`src/rtl/alu_op_sequencer_if.sv`:
```
// Request/response bundle for alu_op_sequencer.
//   req_*        : operation request, valid/ready handshake (requester -> sequencer)
//   rsp_*        : result and per-op error, valid/ready handshake (sequencer -> consumer)
//   sticky_error : accumulated error summary
//   busy         : sequencer is not idle
interface alu_op_sequencer_if #(
  parameter int unsigned WIDTH = 16
) ();
  logic             req_valid;
  logic             req_ready;
  logic [3:0]       req_op;
  logic [WIDTH-1:0] req_a;
  logic [WIDTH-1:0] req_b;
  logic             rsp_valid;
  logic             rsp_ready;
  logic [WIDTH-1:0] rsp_result;
  logic             rsp_error;
  logic             sticky_error;
  logic             busy;

  // Requester/consumer side
  modport master (
    output req_valid, req_op, req_a, req_b, rsp_ready,
    input  req_ready, rsp_valid, rsp_result, rsp_error, sticky_error, busy
  );

  // Sequencer side
  modport slave (
    input  req_valid, req_op, req_a, req_b, rsp_ready,
    output req_ready, rsp_valid, rsp_result, rsp_error, sticky_error, busy
  );
endinterface

```
`src/rtl/alu_op_sequencer.sv`:
```
// Multi-cycle ALU operation controller. Accepts one request at a time,
// finishes logic/add/sub/shift ops in the accepting cycle, and runs MUL
// (shift-add, LSB first) and DIV/MOD (restoring, MSB first) over WIDTH steps.
// Ports:
//   clk  : system clock, rising edge
//   rst  : synchronous active-high reset
//   bus  : alu_op_sequencer_if.slave (request, response and status signals)
module alu_op_sequencer #(
  parameter int unsigned WIDTH = 16
) (
  input  logic               clk,
  input  logic               rst,
  alu_op_sequencer_if.slave  bus
);

  localparam int unsigned CNT_W  = $clog2(WIDTH);
  localparam int unsigned PROD_W = 2 * WIDTH;

  localparam logic [3:0] OP_AND  = 4'd0;
  localparam logic [3:0] OP_NOTA = 4'd1;
  localparam logic [3:0] OP_NOTB = 4'd2;
  localparam logic [3:0] OP_OR   = 4'd3;
  localparam logic [3:0] OP_NOR  = 4'd4;
  localparam logic [3:0] OP_NAND = 4'd5;
  localparam logic [3:0] OP_XOR  = 4'd6;
  localparam logic [3:0] OP_XNOR = 4'd7;
  localparam logic [3:0] OP_ADD  = 4'd8;
  localparam logic [3:0] OP_SUB  = 4'd9;
  localparam logic [3:0] OP_MUL  = 4'd10;
  localparam logic [3:0] OP_DIV  = 4'd11;
  localparam logic [3:0] OP_MOD  = 4'd12;
  localparam logic [3:0] OP_SHL  = 4'd13;
  localparam logic [3:0] OP_SHR  = 4'd14;
  localparam logic [3:0] OP_CLR  = 4'd15;

  typedef enum logic [1:0] {
    S_IDLE = 2'd0,
    S_ITER = 2'd1,
    S_DONE = 2'd2
  } state_e;

  state_e              state_q,  state_d;
  logic [3:0]          op_q,     op_d;
  logic [WIDTH-1:0]    b_q,      b_d;
  logic [CNT_W-1:0]    cnt_q,    cnt_d;
  logic [PROD_W-1:0]   acc_q,    acc_d;
  logic [PROD_W-1:0]   mcand_q,  mcand_d;
  logic [WIDTH-1:0]    mplier_q, mplier_d;
  logic [WIDTH-1:0]    result_q, result_d;
  logic                error_q,  error_d;
  logic                sticky_q, sticky_d;
  logic                rsp_valid_q, req_ready_q, busy_q;

  logic [PROD_W-1:0]   mul_sum;
  logic [WIDTH:0]      rem_sh;
  logic [WIDTH:0]      trial;
  logic [PROD_W-1:0]   div_next;
  logic [WIDTH:0]      single;

  // Single-cycle result: {error, result}
  function automatic logic [WIDTH:0] single_op(input logic [3:0]       op,
                                               input logic [WIDTH-1:0] a,
                                               input logic [WIDTH-1:0] b);
    logic [WIDTH:0] r;
    r = '0;
    unique case (op)
      OP_AND:  r = {1'b0, a & b};
      OP_NOTA: r = {1'b0, ~a};
      OP_NOTB: r = {1'b0, ~b};
      OP_OR:   r = {1'b0, a | b};
      OP_NOR:  r = {1'b0, ~(a | b)};
      OP_NAND: r = {1'b0, ~(a & b)};
      OP_XOR:  r = {1'b0, a ^ b};
      OP_XNOR: r = {1'b0, ~(a ^ b)};
      OP_ADD:  r = {1'b0, a} + {1'b0, b};
      // Borrow lands in the top bit of the (WIDTH+1)-bit difference.
      OP_SUB:  r = {1'b0, a} - {1'b0, b};
      OP_SHL:  r = {1'b0, a << b[3:0]};
      OP_SHR:  r = {1'b0, a >> b[3:0]};
      default: r = '0;
    endcase
    return r;
  endfunction

  // Next-state, datapath step and output computation
  always_comb begin
    state_d  = state_q;
    op_d     = op_q;
    b_d      = b_q;
    cnt_d    = cnt_q;
    acc_d    = acc_q;
    mcand_d  = mcand_q;
    mplier_d = mplier_q;
    result_d = result_q;
    error_d  = error_q;
    sticky_d = sticky_q;

    single   = single_op(bus.req_op, bus.req_a, bus.req_b);

    // Multiply step: acc accumulates the shifted multiplicand per multiplier bit.
    mul_sum  = acc_q + (mplier_q[0] ? mcand_q : '0);

    // Divide step: acc = {remainder, dividend/quotient}; shift in next dividend bit.
    rem_sh   = {acc_q[PROD_W-1:WIDTH], acc_q[WIDTH-1]};
    trial    = rem_sh - {1'b0, b_q};
    div_next = {(trial[WIDTH] ? rem_sh[WIDTH-1:0] : trial[WIDTH-1:0]),
                acc_q[WIDTH-2:0], ~trial[WIDTH]};

    unique case (state_q)
      S_IDLE: begin
        if (bus.req_valid) begin
          op_d  = bus.req_op;
          b_d   = bus.req_b;
          cnt_d = '0;
          if (bus.req_op == OP_MUL) begin
            acc_d    = '0;
            mcand_d  = PROD_W'(bus.req_a);
            mplier_d = bus.req_b;
            state_d  = S_ITER;
          end else if ((bus.req_op == OP_DIV) || (bus.req_op == OP_MOD)) begin
            if (bus.req_b == '0) begin
              result_d = '1;
              error_d  = 1'b1;
              state_d  = S_DONE;
            end else begin
              acc_d   = PROD_W'(bus.req_a);
              state_d = S_ITER;
            end
          end else begin
            result_d = single[WIDTH-1:0];
            error_d  = single[WIDTH];
            state_d  = S_DONE;
          end
        end
      end

      S_ITER: begin
        cnt_d = cnt_q + CNT_W'(1);
        if (op_q == OP_MUL) begin
          acc_d    = mul_sum;
          mcand_d  = mcand_q << 1;
          mplier_d = mplier_q >> 1;
          if (cnt_q == CNT_W'(WIDTH - 1)) begin
            result_d = mul_sum[WIDTH-1:0];
            error_d  = |mul_sum[PROD_W-1:WIDTH];
            state_d  = S_DONE;
          end
        end else begin
          acc_d = div_next;
          if (cnt_q == CNT_W'(WIDTH - 1)) begin
            result_d = (op_q == OP_DIV) ? div_next[WIDTH-1:0] : div_next[PROD_W-1:WIDTH];
            error_d  = 1'b0;
            state_d  = S_DONE;
          end
        end
      end

      S_DONE: begin
        if (bus.rsp_ready) begin
          sticky_d = (op_q == OP_CLR) ? 1'b0 : (sticky_q | error_q);
          state_d  = S_IDLE;
        end
      end

      default: state_d = S_IDLE;
    endcase
  end

  // State and datapath registers; handshake/status flags registered from next state
  always_ff @(posedge clk) begin
    if (rst) begin
      state_q     <= S_IDLE;
      op_q        <= '0;
      b_q         <= '0;
      cnt_q       <= '0;
      acc_q       <= '0;
      mcand_q     <= '0;
      mplier_q    <= '0;
      result_q    <= '0;
      error_q     <= 1'b0;
      sticky_q    <= 1'b0;
      rsp_valid_q <= 1'b0;
      req_ready_q <= 1'b1;
      busy_q      <= 1'b0;
    end else begin
      state_q     <= state_d;
      op_q        <= op_d;
      b_q         <= b_d;
      cnt_q       <= cnt_d;
      acc_q       <= acc_d;
      mcand_q     <= mcand_d;
      mplier_q    <= mplier_d;
      result_q    <= result_d;
      error_q     <= error_d;
      sticky_q    <= sticky_d;
      rsp_valid_q <= (state_d == S_DONE);
      req_ready_q <= (state_d == S_IDLE);
      busy_q      <= (state_d != S_IDLE);
    end
  end

  assign bus.req_ready    = req_ready_q;
  assign bus.rsp_valid    = rsp_valid_q;
  assign bus.rsp_result   = result_q;
  assign bus.rsp_error    = error_q;
  assign bus.sticky_error = sticky_q;
  assign bus.busy         = busy_q;

endmodule

```
`src/flat_wrapper.sv`:
```
// flat-port wrapper written by rule: the top's interface ports become plain ports
module alu_op_sequencer_flat 
#(
  parameter int unsigned WIDTH = 16
)
  (clk, rst, bus_req_valid, bus_req_op, bus_req_a, bus_req_b, bus_rsp_ready, bus_req_ready, bus_rsp_valid, bus_rsp_result, bus_rsp_error, bus_sticky_error, bus_busy);
  alu_op_sequencer_if #(.WIDTH(WIDTH)) bus_i ();
  input  logic clk;
  input  logic rst;
  input wire logic [$bits(bus_i.req_valid)-1:0] bus_req_valid;
  input wire logic [$bits(bus_i.req_op)-1:0] bus_req_op;
  input wire logic [$bits(bus_i.req_a)-1:0] bus_req_a;
  input wire logic [$bits(bus_i.req_b)-1:0] bus_req_b;
  input wire logic [$bits(bus_i.rsp_ready)-1:0] bus_rsp_ready;
  output wire logic [$bits(bus_i.req_ready)-1:0] bus_req_ready;
  output wire logic [$bits(bus_i.rsp_valid)-1:0] bus_rsp_valid;
  output wire logic [$bits(bus_i.rsp_result)-1:0] bus_rsp_result;
  output wire logic [$bits(bus_i.rsp_error)-1:0] bus_rsp_error;
  output wire logic [$bits(bus_i.sticky_error)-1:0] bus_sticky_error;
  output wire logic [$bits(bus_i.busy)-1:0] bus_busy;
  assign bus_i.req_valid = bus_req_valid;
  assign bus_i.req_op = bus_req_op;
  assign bus_i.req_a = bus_req_a;
  assign bus_i.req_b = bus_req_b;
  assign bus_i.rsp_ready = bus_rsp_ready;
  assign bus_req_ready = bus_i.req_ready;
  assign bus_rsp_valid = bus_i.rsp_valid;
  assign bus_rsp_result = bus_i.rsp_result;
  assign bus_rsp_error = bus_i.rsp_error;
  assign bus_sticky_error = bus_i.sticky_error;
  assign bus_busy = bus_i.busy;
  alu_op_sequencer #(.WIDTH(WIDTH)) u_core (.clk(clk), .rst(rst), .bus(bus_i));
endmodule
```
`config.mk`:
```
export PLATFORM = sky130hd
export DESIGN_NAME = alu_op_sequencer_flat
export DESIGN_NICKNAME = d
export VERILOG_FILES = /design/src/rtl/alu_op_sequencer_if.sv /design/src/rtl/alu_op_sequencer.sv /design/src/flat_wrapper.sv
export SDC_FILE = /design/constraint.sdc
export NUM_CORES = 1
export LEC_CHECK = 0
export BUFFER_PORTS_ARGS = -buffer_cell sky130_fd_sc_hd__buf_2
export CAP_MARGIN = 20
export CORE_ASPECT_RATIO = 0.8
export CORE_MARGIN = 2
export CORE_UTILIZATION = 50
export DETAILED_ROUTE_END_ITERATION = 10
export GPL_TIMING_DRIVEN = 0
export PLACE_DENSITY = 0.67
export SLEW_MARGIN = 20
export SYNTH_ARGS = -nofsm -noshare
export SYNTH_HDL_FRONTEND = slang
export SYNTH_SLANG_ARGS = --single-unit
```
`constraint.sdc`:
```
create_clock -name clk -period 4.55 [get_ports clk]
set_clock_uncertainty 0.2 [all_clocks]
set_input_delay 0 -clock clk [delete_from_list [all_inputs] [get_ports clk]]
set_output_delay 0 -clock clk [all_outputs]
set_load 0.02 [all_outputs]
```
==> key figures <==
STA
  – Setup TNS: 0 ns
  – F_max: 0.223 GHz
  – Fin. max-slew vios: 0
  – Worst slew margin: 33.2%
  – Endpoints failing setup: 0
  – Slew @ Worst Pin: 0.995 ns
  – Fin. Hold Viols: 0
  – Final period util: 98.5%
  – Min Hold Slack: 0.0389 ns
  – Minimum clock period: 4.48 ns

Hold path
  – HP Class: in -> reg
  – HP Start: bus_req_b[5]

Cells and area
  – Fin cells: 2176
  – Commonest non-fill, non-tap cells in the layout: nand2_1 (222), nor2_1 (222), a21oi_1 (152)
  – Final Util: 57.9%
  – Fillers: 2393
  – Area grow syn2layout: 13.1%
  – Fraction of layout cells with a size suffix above 1: 7.97%
  – Post-route cell area: 14100 um2
  – Nets: 1984

Global routing
  – Grt ovf: 0
  – Number of global-route vias before repair: 13300
  – Largest net degree at the start of global routing: 17
  – GRT Resource Usage Total: 41.4%
  – Initial antenna violation count: 5
  – First-pass GRT wire length: 82300 um

Detailed routing
  – Iteration-0 DRC count of the detailed router: 2202
  – Number of vias in the routed layout: 14700
  – Residual DRC count: 0
  – Routed len/inst: 26.0 um
  – DR pass1 iterations: 7
  – Post-route ant nets: 0
  – Vias per inst: 6.76
  – Routed Wire Length: 56600 um

Yosys
  – Area leader, netlist: dfxtp_1
  – Synth top area cells: dfxtp_1 (20%), ha_1 (9.8%), nand2_1 (6.7%)
  – Post-synth top area share: 20.3%
  – Post-Syn Instances: 1741
  – Post-synth EDFFs: 0
  – Register area share after synthesis: 20.3%
  – Post-synth net total: 1882
  – #FFs+latches synth: 127
  – Avg Cell Area, Syn: 7.18 um2
  – Yosys cell types: 82
  – Predominant post-synthesis flop cell: dfxtp_1
  – Synth warn: 0
  – Post-Syn Area: 12500 um2
  – Synth async-reset ratio: 0%

Placed design
  – Final HPWL DP: 43100 um
  – Routability congestion estimate: 1.08
  – Placed insts: 2117
  – Placed Area: 13200 um2
  – Port Buf Inserts: 58

CTS
  – Htree depth: 4
  – Clk sinks: 127
  – Bufs on Longest Clock Path: 2
  – Post-CTS Setup Bufs: 0
  – Skew-Pair Late Insertion Delay: 0.43 ns
  – Clock Pin Slew Worst Setup and Hold Paths: 0.06 ns
  – CTS tree: done
  – Num CTS Buffers: 17
  – CTS root buf: clkbuf_16

Floorplanning
  – Cell row count: 51
  – Die Height: 145 um
  – Initial Util: 51.2%
  – Die Footprint: 26300 um2
  – Chip width: 181 um
  – Io pins: 61
  – Core Box Area: 24400 um2

Worst setup path
  – CP Data Arrival Time: 4.61 ns
  – Crit-path max FO: 10
  – Crit Path Category: reg -> reg
  – CP required: 4.67 ns
  – Crit-path cells: buf_8 -> and2_1 -> ha_2 -> inv_1 -> fa_1 -> nand2b_1 -> a21o_1 -> a211o_1 -> o211a_1 -> or2_1 -> xnor2_1 -> nor4_2 -> nand4b_1 -> or4b_4 -> o21ba_1
  – CP startpoint: u_core.mplier_q[0]
  – Critical path launch point type: flop
  – RR Startpoint: u_core.mplier_q[0]
  – CP Capture Type: flop
  – Worst path slowest cell: or4b_4
  – Crit path largest cell delay: 0.56 ns

Pwr
  – Pwr Density: 274 nW/um2
  – Lkg Pwr: 5.72 nW
  – Maximum vdd drop: 0.000309 V

Job
  – Max-Cap Viols: 0

Run status
  – Outcome: completed
==> logic make-up after synthesis <==
kind of cell / count (synthesis) / share of synthesized area, %
compound gates: 565 / 30.7
xor+xnor: 57 / 3.99
fa+ha+maj: 101 / 10.3
buf+inv: 188 / 5.75
flops: 127 / 20.3
mux: 52 / 5.52
simple gates: 651 / 23.4
==> worst paths after layout <==
check,end,slack (ns),cells past startpoint
max,u_core.bus.rsp_error,0.07,15
min,u_core.b_q[5],0.04,4
max reg2reg,u_core.bus.rsp_error,0.07,15
min reg2reg,u_core.op_q[1],0.25,2
==> stage by stage <==
step	total power, mW	setup WS, ns
floorplan	1.96	0.557
global placement	2.35	-0.817
detailed placement	2.36	-0.810
CTS	3.80	0.0296
global route	3.99	-0.00618
finish	3.88	0.0669
==> cell type report <==
class / count / area (um2) / share of cell area, %
antenna: 2 / 5.00 / 0.0354
buffer: 113 / 454 / 3.21
clock buffer: 22 / 474 / 3.35
clock inverter: 10 / 135 / 0.956
inverter: 73 / 278 / 1.96
multi-input combinational: 1426 / 9290 / 65.7
sequential: 127 / 2550 / 18.0
tap: 318 / 398 / 2.81
timing repair buffer: 85 / 561 / 3.96
==> critical path: cells and delay by family (launching register included) <==
family          cells  cell delay (ns)
buf+inv             2             0.23
simple gates        6             1.61
fa+ha+maj           2             0.62
xor+xnor            1             0.19
compound gates      4             1.09
flops               1             0.43
==> routing by layer <==
metal  up-vias  global-route usage (%)  routed length, um
li1       6587                       -                  -
met1      6967                    57.9              24000
met2      1009                    53.4              20900
met3       146                    21.6               9570
met4         4                    13.7               2040
met5         -                       0                 25
==> what timing repair did <==
action                                 in CTS  in global routing
pin swaps                                   0                  6
setup endpoints to repair                   7                  6
resized for setup                          12                 11
hold buffers                               27                  0
endpoints found under the hold margin      57                  0
==> report_power, final <==
group | internal, mW | switching (mW)
Combinational | 0.405 | 0.823
Clock | 0.903 | 0.537
Sequential | 1.16 | 0.0474
Total | 2.47 | 1.41
==> sequential cells by signal, indices dropped and copies added, names as in the netlist <==
signal / count
u_core.acc_q: 32
u_core.mcand_q: 32
u_core.b_q: 16
u_core.bus.rsp_result: 16
u_core.mplier_q: 16
u_core.cnt_q: 4
u_core.op_q: 4
u_core.state_q: 2
u_core.bus.busy: 1
u_core.bus.req_ready: 1
u_core.bus.rsp_error: 1
u_core.bus.rsp_valid: 1
u_core.bus.sticky_error: 1
==> synthesized netlist by cell type, types with 8 or more instances <==
library cell	n
a22oi_1	28
a211oi_1	42
ha_1	98
xnor2_1	38
o22ai_1	20
a211o_1	11
o21a_1	12
a21oi_1	154
a31oi_1	17
a221oi_1	16
or3_1	10
nor3_1	37
nand4_1	8
nand2b_1	30
mux4_2	13
inv_1	70
clkbuf_1	94
a22o_1	11
dfxtp_1	127
nor2b_1	14
buf_2	8
and2_1	35
buf_1	12
o211ai_1	15
a21o_1	26
nor4_1	11
o21ai_0	88
mux2i_1	33
a311oi_1	34
o31ai_1	10
nand2_1	222
nor2_1	222
xor2_1	19
nand3_1	30
Note: power is estimated with default switching activity, not from simulation.
